## src/rtl/act_sigmoid_bwd.sv

```systemverilog
// Sigmoid backward step: delta = g * y * (1 - y) in signed fixed point,
// computed by two sequential shift-add multiplies behind valid/ready handshakes.
module act_sigmoid_bwd #(
  parameter int unsigned PREC = 16,
  parameter int unsigned FRAC = 8
) (
  input  logic            clk,
  input  logic            reset_,
  input  logic            in_valid,
  output logic            in_ready,
  input  logic [PREC-1:0] in_y,
  input  logic [PREC-1:0] in_g,
  output logic            out_valid,
  input  logic            out_ready,
  output logic [PREC-1:0] out_delta,
  output logic            busy
);

  localparam int unsigned AW = 2 * PREC;
  localparam int unsigned CW = $clog2(PREC + 1);
  localparam logic [PREC-1:0] ONE = PREC'(1) << FRAC;
  localparam logic [CW-1:0] LAST = CW'(PREC - 1);
  localparam logic [CW-1:0] FIN  = CW'(PREC);

  typedef enum logic [1:0] {IDLE, MUL_P, MUL_G, DONE} state_t;

  state_t          r_state, w_state_next;
  logic [AW-1:0]   r_acc, r_mcand;
  logic [PREC-1:0] r_mplier, r_gmag, r_delta;
  logic [CW-1:0]   r_cnt;
  logic            r_neg, r_out_valid;

  logic            w_accept, w_step, w_p_done, w_g_done, w_release;
  logic [PREC-1:0] w_y_clamp, w_g_mag, w_m;
  logic [AW-1:0]   w_acc_add;

  assign in_ready  = (r_state == IDLE);
  assign busy      = (r_state != IDLE);
  assign out_valid = r_out_valid;
  assign out_delta = r_delta;

  // Operand conditioning: saturate y into [0, ONE], take |g|
  always_comb begin
    w_y_clamp = in_y;
    if (in_y[PREC-1])   w_y_clamp = '0;
    else if (in_y > ONE) w_y_clamp = ONE;
    w_g_mag = in_g[PREC-1] ? (~in_g + PREC'(1)) : in_g;
  end

  assign w_acc_add = r_mplier[0] ? (r_acc + r_mcand) : r_acc;
  assign w_m       = r_acc[FRAC +: PREC];

  // Next-state and control strobes
  always_comb begin
    w_state_next = r_state;
    w_accept     = 1'b0;
    w_step       = 1'b0;
    w_p_done     = 1'b0;
    w_g_done     = 1'b0;
    w_release    = 1'b0;
    case (r_state)
      IDLE: begin
        if (in_valid) begin
          w_accept     = 1'b1;
          w_state_next = MUL_P;
        end
      end
      MUL_P: begin
        w_step = 1'b1;
        if (r_cnt == LAST) begin
          w_p_done     = 1'b1;
          w_state_next = MUL_G;
        end
      end
      MUL_G: begin
        // Cycle after the last partial product applies scaling and sign
        if (r_cnt == FIN) begin
          w_g_done     = 1'b1;
          w_state_next = DONE;
        end else begin
          w_step = 1'b1;
        end
      end
      DONE: begin
        if (out_ready) begin
          w_release    = 1'b1;
          w_state_next = IDLE;
        end
      end
      default: w_state_next = IDLE;
    endcase
  end

  always_ff @(posedge clk) begin
    if (!reset_) r_state <= IDLE;
    else         r_state <= w_state_next;
  end

  // Datapath: multiplicand shifts left, multiplier shifts right each step
  always_ff @(posedge clk) begin
    if (!reset_) begin
      r_acc       <= '0;
      r_mcand     <= '0;
      r_mplier    <= '0;
      r_gmag      <= '0;
      r_neg       <= 1'b0;
      r_cnt       <= '0;
      r_delta     <= '0;
      r_out_valid <= 1'b0;
    end else begin
      if (w_accept) begin
        r_mcand  <= AW'(w_y_clamp);
        r_mplier <= ONE - w_y_clamp;
        r_gmag   <= w_g_mag;
        r_neg    <= in_g[PREC-1];
        r_acc    <= '0;
        r_cnt    <= '0;
      end else if (w_step) begin
        if (w_p_done) begin
          r_acc    <= '0;
          r_mcand  <= AW'(r_gmag);
          r_mplier <= w_acc_add[FRAC +: PREC];
          r_cnt    <= '0;
        end else begin
          r_acc    <= w_acc_add;
          r_mcand  <= r_mcand << 1;
          r_mplier <= r_mplier >> 1;
          r_cnt    <= r_cnt + CW'(1);
        end
      end
      if (w_g_done) begin
        r_delta     <= r_neg ? (~w_m + PREC'(1)) : w_m;
        r_out_valid <= 1'b1;
      end
      if (w_release) r_out_valid <= 1'b0;
    end
  end

endmodule

```

## config.mk

```make
export PLATFORM = sky130hd
export DESIGN_NAME = act_sigmoid_bwd
export DESIGN_NICKNAME = d
export VERILOG_FILES = /design/src/rtl/act_sigmoid_bwd.sv
export SDC_FILE = /design/constraint.sdc
export NUM_CORES = 1
export LEC_CHECK = 0
export BUFFER_PORTS_ARGS = -buffer_cell sky130_fd_sc_hd__buf_2
export CAP_MARGIN = 20
export CELL_PAD_IN_SITES_DETAIL_PLACEMENT = 1
export CELL_PAD_IN_SITES_GLOBAL_PLACEMENT = 2
export CORE_MARGIN = 2
export CORE_UTILIZATION = 36
export CTS_CLUSTER_DIAMETER = 80
export DETAILED_ROUTE_END_ITERATION = 10
export PLACE_DENSITY = 0.93
export SYNTH_ARGS = -nofsm -noshare
export SYNTH_HDL_FRONTEND = slang
export SYNTH_SLANG_ARGS = --single-unit
```

## constraint.sdc

```tcl
create_clock -name clk -period 3.21 [get_ports clk]
set_clock_uncertainty 0.15 [all_clocks]
set_input_delay 0 -clock clk [delete_from_list [all_inputs] [get_ports clk]]
set_output_delay 0 -clock clk [all_outputs]
set_load 0.01 [all_outputs]
```

; After elaboration in Yosys (flattened, before gate mapping)
; Cells that the tools add are included.
[totals]
register_bits = 121
out_inout_bits = 19
[op_classes]
add_sub_neg = 5
n_lt_le_gt_ge = 1
eq_ne = 9
n_mux = 28
bitwise = 3
reduce_logical = 8
[op_table]
columns = op, count
row1 = $mux 16, 8
row2 = $mux 32, 3
row3 = $add 16x1->16 const B, 2
row4 = $add 32x32->32, 1
row5 = $not 16->16, 2
row6 = $gt 16x9->1 const B, 1
row7 = $sub 9x16->16 const A, 1
row8 = $mux 15, 1
row9 = $mux 1, 9
row10 = $mux 2, 4
row11 = $ne 2x2->1 const B, 4
row12 = $pmux 2 s4, 1
row13 = $reduce_bool 2->1, 3
row14 = $add 5x1->5 const B, 1
row15 = $eq 5x4->1 const B, 1
row16 = $eq 5x5->1 const B, 1
row17 = $mux 5, 1
row18 = $eq 2x2->1 const B, 2
row19 = $reduce_and 4->1, 1
row20 = $reduce_or 2->1, 2
row21 = $eq 2x1->1 const B, 1
row22 = $logic_not 2->1, 1
row23 = $pmux 1 s2, 1
row24 = $reduce_and 2->1, 1
row25 = $not 1->1, 1

; Depth between registers and ports, before layout
[depth]
depth_word = 6
depth_mapped = 13
mapped_depth_nobuf = 11

; Least setup slack after synthesis
; OpenSTA, ideal clock, no wires.
[synth_timing]
kind = input port to flip-flop
from = input in_y[2]
to = register r_mplier[8]
setup_ps = 70
arrival_ps = 2467
t_required_ps = 2990
setup_slack_ps = 523
cell_stages = 12
n_path_buf = 2
path_cell_list = or4_4 nor3_2 nand2_1 a211oi_2 buf_2 nand2_1 ha_1 clkbuf_1 or4_1 nand2_1 o211ai_1 a21oi_1
[synth_between]
elab_chain_cells = 5
[synth_lines]
columns = element, line_no
row1 = start: declaration, 11  ; input logic [PREC-1:0] in_y,
row2 = $gt 16x9->1, 46  ; else if (in_y > ONE) w_y_clamp = ONE;
row3 = $mux 15 *, 46
row4 = $mux 16 *, 45  ; if (in_y[PREC-1]) w_y_clamp = '0;
row5 = $sub 9x16->16 *, 113  ; r_mplier <= ONE - w_y_clamp;
row6 = $mux 16 *, 111  ; if (w_accept) begin
row7 = end signal: assignment, 113
row8 = end signal: assignment, 122  ; r_mplier <= w_acc_add[FRAC +: PREC];
row9 = end signal: assignment, 127  ; r_mplier <= r_mplier >> 1;
row10 = end: declaration, 29  ; logic [PREC-1:0] r_mplier, r_gmag, r_delta;
; Mark *: on every way between the ends. The rest lies on a longest branch, timed or not.
; A chain may end at the register's enable or synchronous reset.

; Worst setup path after layout
; Same ends and word-level chain as after synthesis.

==> impl_results.md <==
* First-pass GRT wire length at 35,600 µm
* Synth top area share at 0.327
* Gr ovfl total at 0
* Slowest-stage cell, CP: or4_4
* Setup crit end kind: register
* Die span in x at 138 µm
* Ant. Diodes at 0
* Layout Nets at 986
* Number of global-route vias before repair at a little under 7,000
* PwrDens at 538 nW/µm²
* Synth Cell Area at 6420 µm²
* Share of cells above drive strength 1 at 0.137
* Final Max Slew Viols at 0
* Most frequent cell after synthesis: nand2_1
* Routed Antenna Nets at 0
* Syn_nets at 903
* Area growth syn-to-layout at 20.0%
* Unrepaired setup endpoints after global routing: no
* CP Cell Sequence: dlygate4sd3_1 > buf_2 > or4_4 > nor3_2 > nand2_1 > a211oi_2 > nand2_1 > ha_2 > or4_4 > nand2_1 > o211ai_1 > a21oi_1
* Synth Instances at 834
* CTS Buf Count at 9
* Port buffer count at 54
* Arr. time, crit path at roughly 3.1 ns
* Worst-path fanout max at 8
* Post-synthesis sequential area ratio at 0.327
* Final WS setup at 0.226 ns
* Slowest Stage Delay on Critical Path at 0.58 ns
* Remaining DRCs at 0
* Skew-Pair Late Insertion Delay at 0.37 ns
* Die H at 138 µm
* Synthesized flop and latch total at ~110
* P_leak at about 3 nW
* Setup Crit Path Kind: in -> reg
* DRT iter0 DRCs at 383
* Final setup fails at 0
* Final Critical Period at 2.98 ns
* Clock transition at path regs at 0.07 ns
* Clock buffer depth at 2
* Clock Sinks at roughly 110
* R2R setup slack at ~0.27 ns
* Routability cong. at 0.862
* Worst Min Path Start: in_y[8]
* Switching share of power at 0.391
* Starting Density at 0.370
* Crit path from: in_y[2]
* Commonest cells post-synth: nand2_1, dfxtp_1, nor2_1, a21oi_1, o21ai_0
* Synth Flop Type: dfxtp_1
* Initial antenna violation count at 0
* Yosys top cell by area: dfxtp_1
* Critical Path Source Type: input pin
* Max_cap viols at 0
* Internal Dissipation at ~0.0025 W
* Synth cell types at 74
* WL per Instance at 19.2 µm
* Status: finished, final reports clean
* Dpl cell area at 7020 µm²
* Final WL at 22,000 µm
* Post-synth EDFFs at 0
* IO Pins at 55
* Fin area at between 7000 and 8000 µm²
* Slew margin rel. at 0.531
* Post-DR vias/cell at 5.72
* Worst path required time at around 3.4 ns
* Worst hold path class: in -> reg
* Crit share post-route at 0.930
* Sw Pwr at 0.00162 W
* Clk pwr share at 0.269
* Site Rows at 48
* Worst R2R Start: r_mcand[0]
* Synth warn at 0
* Syn Area/Cell at between 7 and 8 µm²
* Post-detail-place hpwl at 15,700 µm
* Post-synthesis async set-or-reset flop share at 0
* Final setup TNS at 0 ns
* Worst-Margin Slew at 0.704 ns
* TritonCTS clock tree: built
* Most used cell, CP: nand2_1
* Synth top area cells: dfxtp_1, nand2_1, ha_1, nor2_1, a21oi_1
* Root Buffer: clkbuf_16
* Part of the power in combinational logic at 0.345
* Die Area at 18,900 µm²
* Final Hold Fails at 0
* Register share of total power at 0.386
* Largest net degree at the start of global routing at 49
* H-tree depth at 3
* Max Fclk at 0.335 GHz
* Drt pass-1 iters at 4
* Setup bufs post-CTS at 0
* Max IR drop VDD at approximately 0.27 mV
* Place WS at 0.208 ns
* Core area at 17,400 µm²
* Power, Total at 0.00415 W
* Overall Global Routing Usage at 0.241
* Routed via count at ~6,600
## registers in the layout, indices dropped and copies added (netlist names)
| signal | flops |
|---|---|
| out_valid | 1 |
| r_acc | 24 |
| r_mcand | 24 |
| out_delta | 16 |
| r_cnt | 5 |
| r_state | 2 |
| r_mplier | 16 |
| r_neg | 1 |
| r_gmag | 16 |
## final timing paths
check,to,cells after the start
min reg2reg,out_delta[11],2
min,r_mcand[4],5
max,r_mplier[8],12
max reg2reg,r_mplier[6],11
## power by group through the flow
stage | registers [W] | logic, W | clock network (W)
floorplan | 0.00158 | 0.000919 | 0
global placement | 0.00162 | 0.00134 | 0
detailed placement | 0.00163 | 0.00137 | 0
CTS | 0.00159 | 0.00142 | 0.00114
global route | 0.00161 | 0.00159 | 0.00118
finish | 0.00160 | 0.00143 | 0.00112
## critical path: cells and delay by family
family                   cells  cell delay (ns)
AND/OR/NAND/NOR              6             1.63
buffers and inverters        2             0.69
AO/OA/AOI/OAI                3             0.54
adder cells (fa/ha/maj)      1             0.25
## cells by family (layout without fill, tap and decap cells)
group           Yosys count  count (layout)  synth area share
xor+xnor                 41              41            0.0559
compound gates          246             246             0.257
buf+inv                  73             161            0.0435
mux                       8               8            0.0125
simple gates            328             328             0.238
fa+ha+maj                33              33            0.0655
flops                   105             105             0.327
## per-layer routing
layer	GRT usage	wire length [µm]
met1	0.297	9880
met2	0.425	10800
met3	0.0379	820
met4	0.0825	504
met5	0	0
## final cells by class
class | instances | area (µm²)
Clock buffer | 10 | 229
Clock inverter | 6 | 57.6
Fill cell | 2121 | 9650
Inverter | 23 | 86.3
Multi-Input combinational cell | 656 | 4060
Sequential cell | 105 | 2100
Tap cell | 225 | 282
Timing Repair Buffer | 122 | 888
## stage by stage
step                      std cells  hold slack, ns  utilization
after detailed placement       1093          0.0552        0.405
final                          1147          0.0438        0.444
after floorplan                 834         -0.0509            -
after global routing           1147          0.0797        0.444
after global placement         1093          0.0527        0.405
after CTS                      1147          0.0115        0.443
## cell usage in the layout (no fill, tap or decap), drive strengths merged, types with 11 or more instances in the layout
| cell type | Yosys | layout |
|---|---|---|
| nor3 | 23 | 23 |
| nor2 | 94 | 94 |
| dfxtp | 105 | 105 |
| nor2b | 11 | 11 |
| o21ai | 49 | 49 |
| ha | 32 | 32 |
| a22oi | 14 | 14 |
| dlygate4sd3 | 0 | 38 |
| buf | 6 | 84 |
| o31ai | 12 | 12 |
| xnor2 | 15 | 15 |
| nand2 | 113 | 113 |
| a311oi | 11 | 11 |
| a21oi | 63 | 63 |
| inv | 23 | 27 |
| xor2 | 26 | 26 |
| nand3 | 37 | 37 |
| a211oi | 24 | 24 |
## what timing repair did
action,in CTS,in global routing
hold endpoints to repair,37,0
resized for setup,0,4
hold buffers,38,0
setup endpoints to repair,0,5
(Power assumes the default switching activity.)
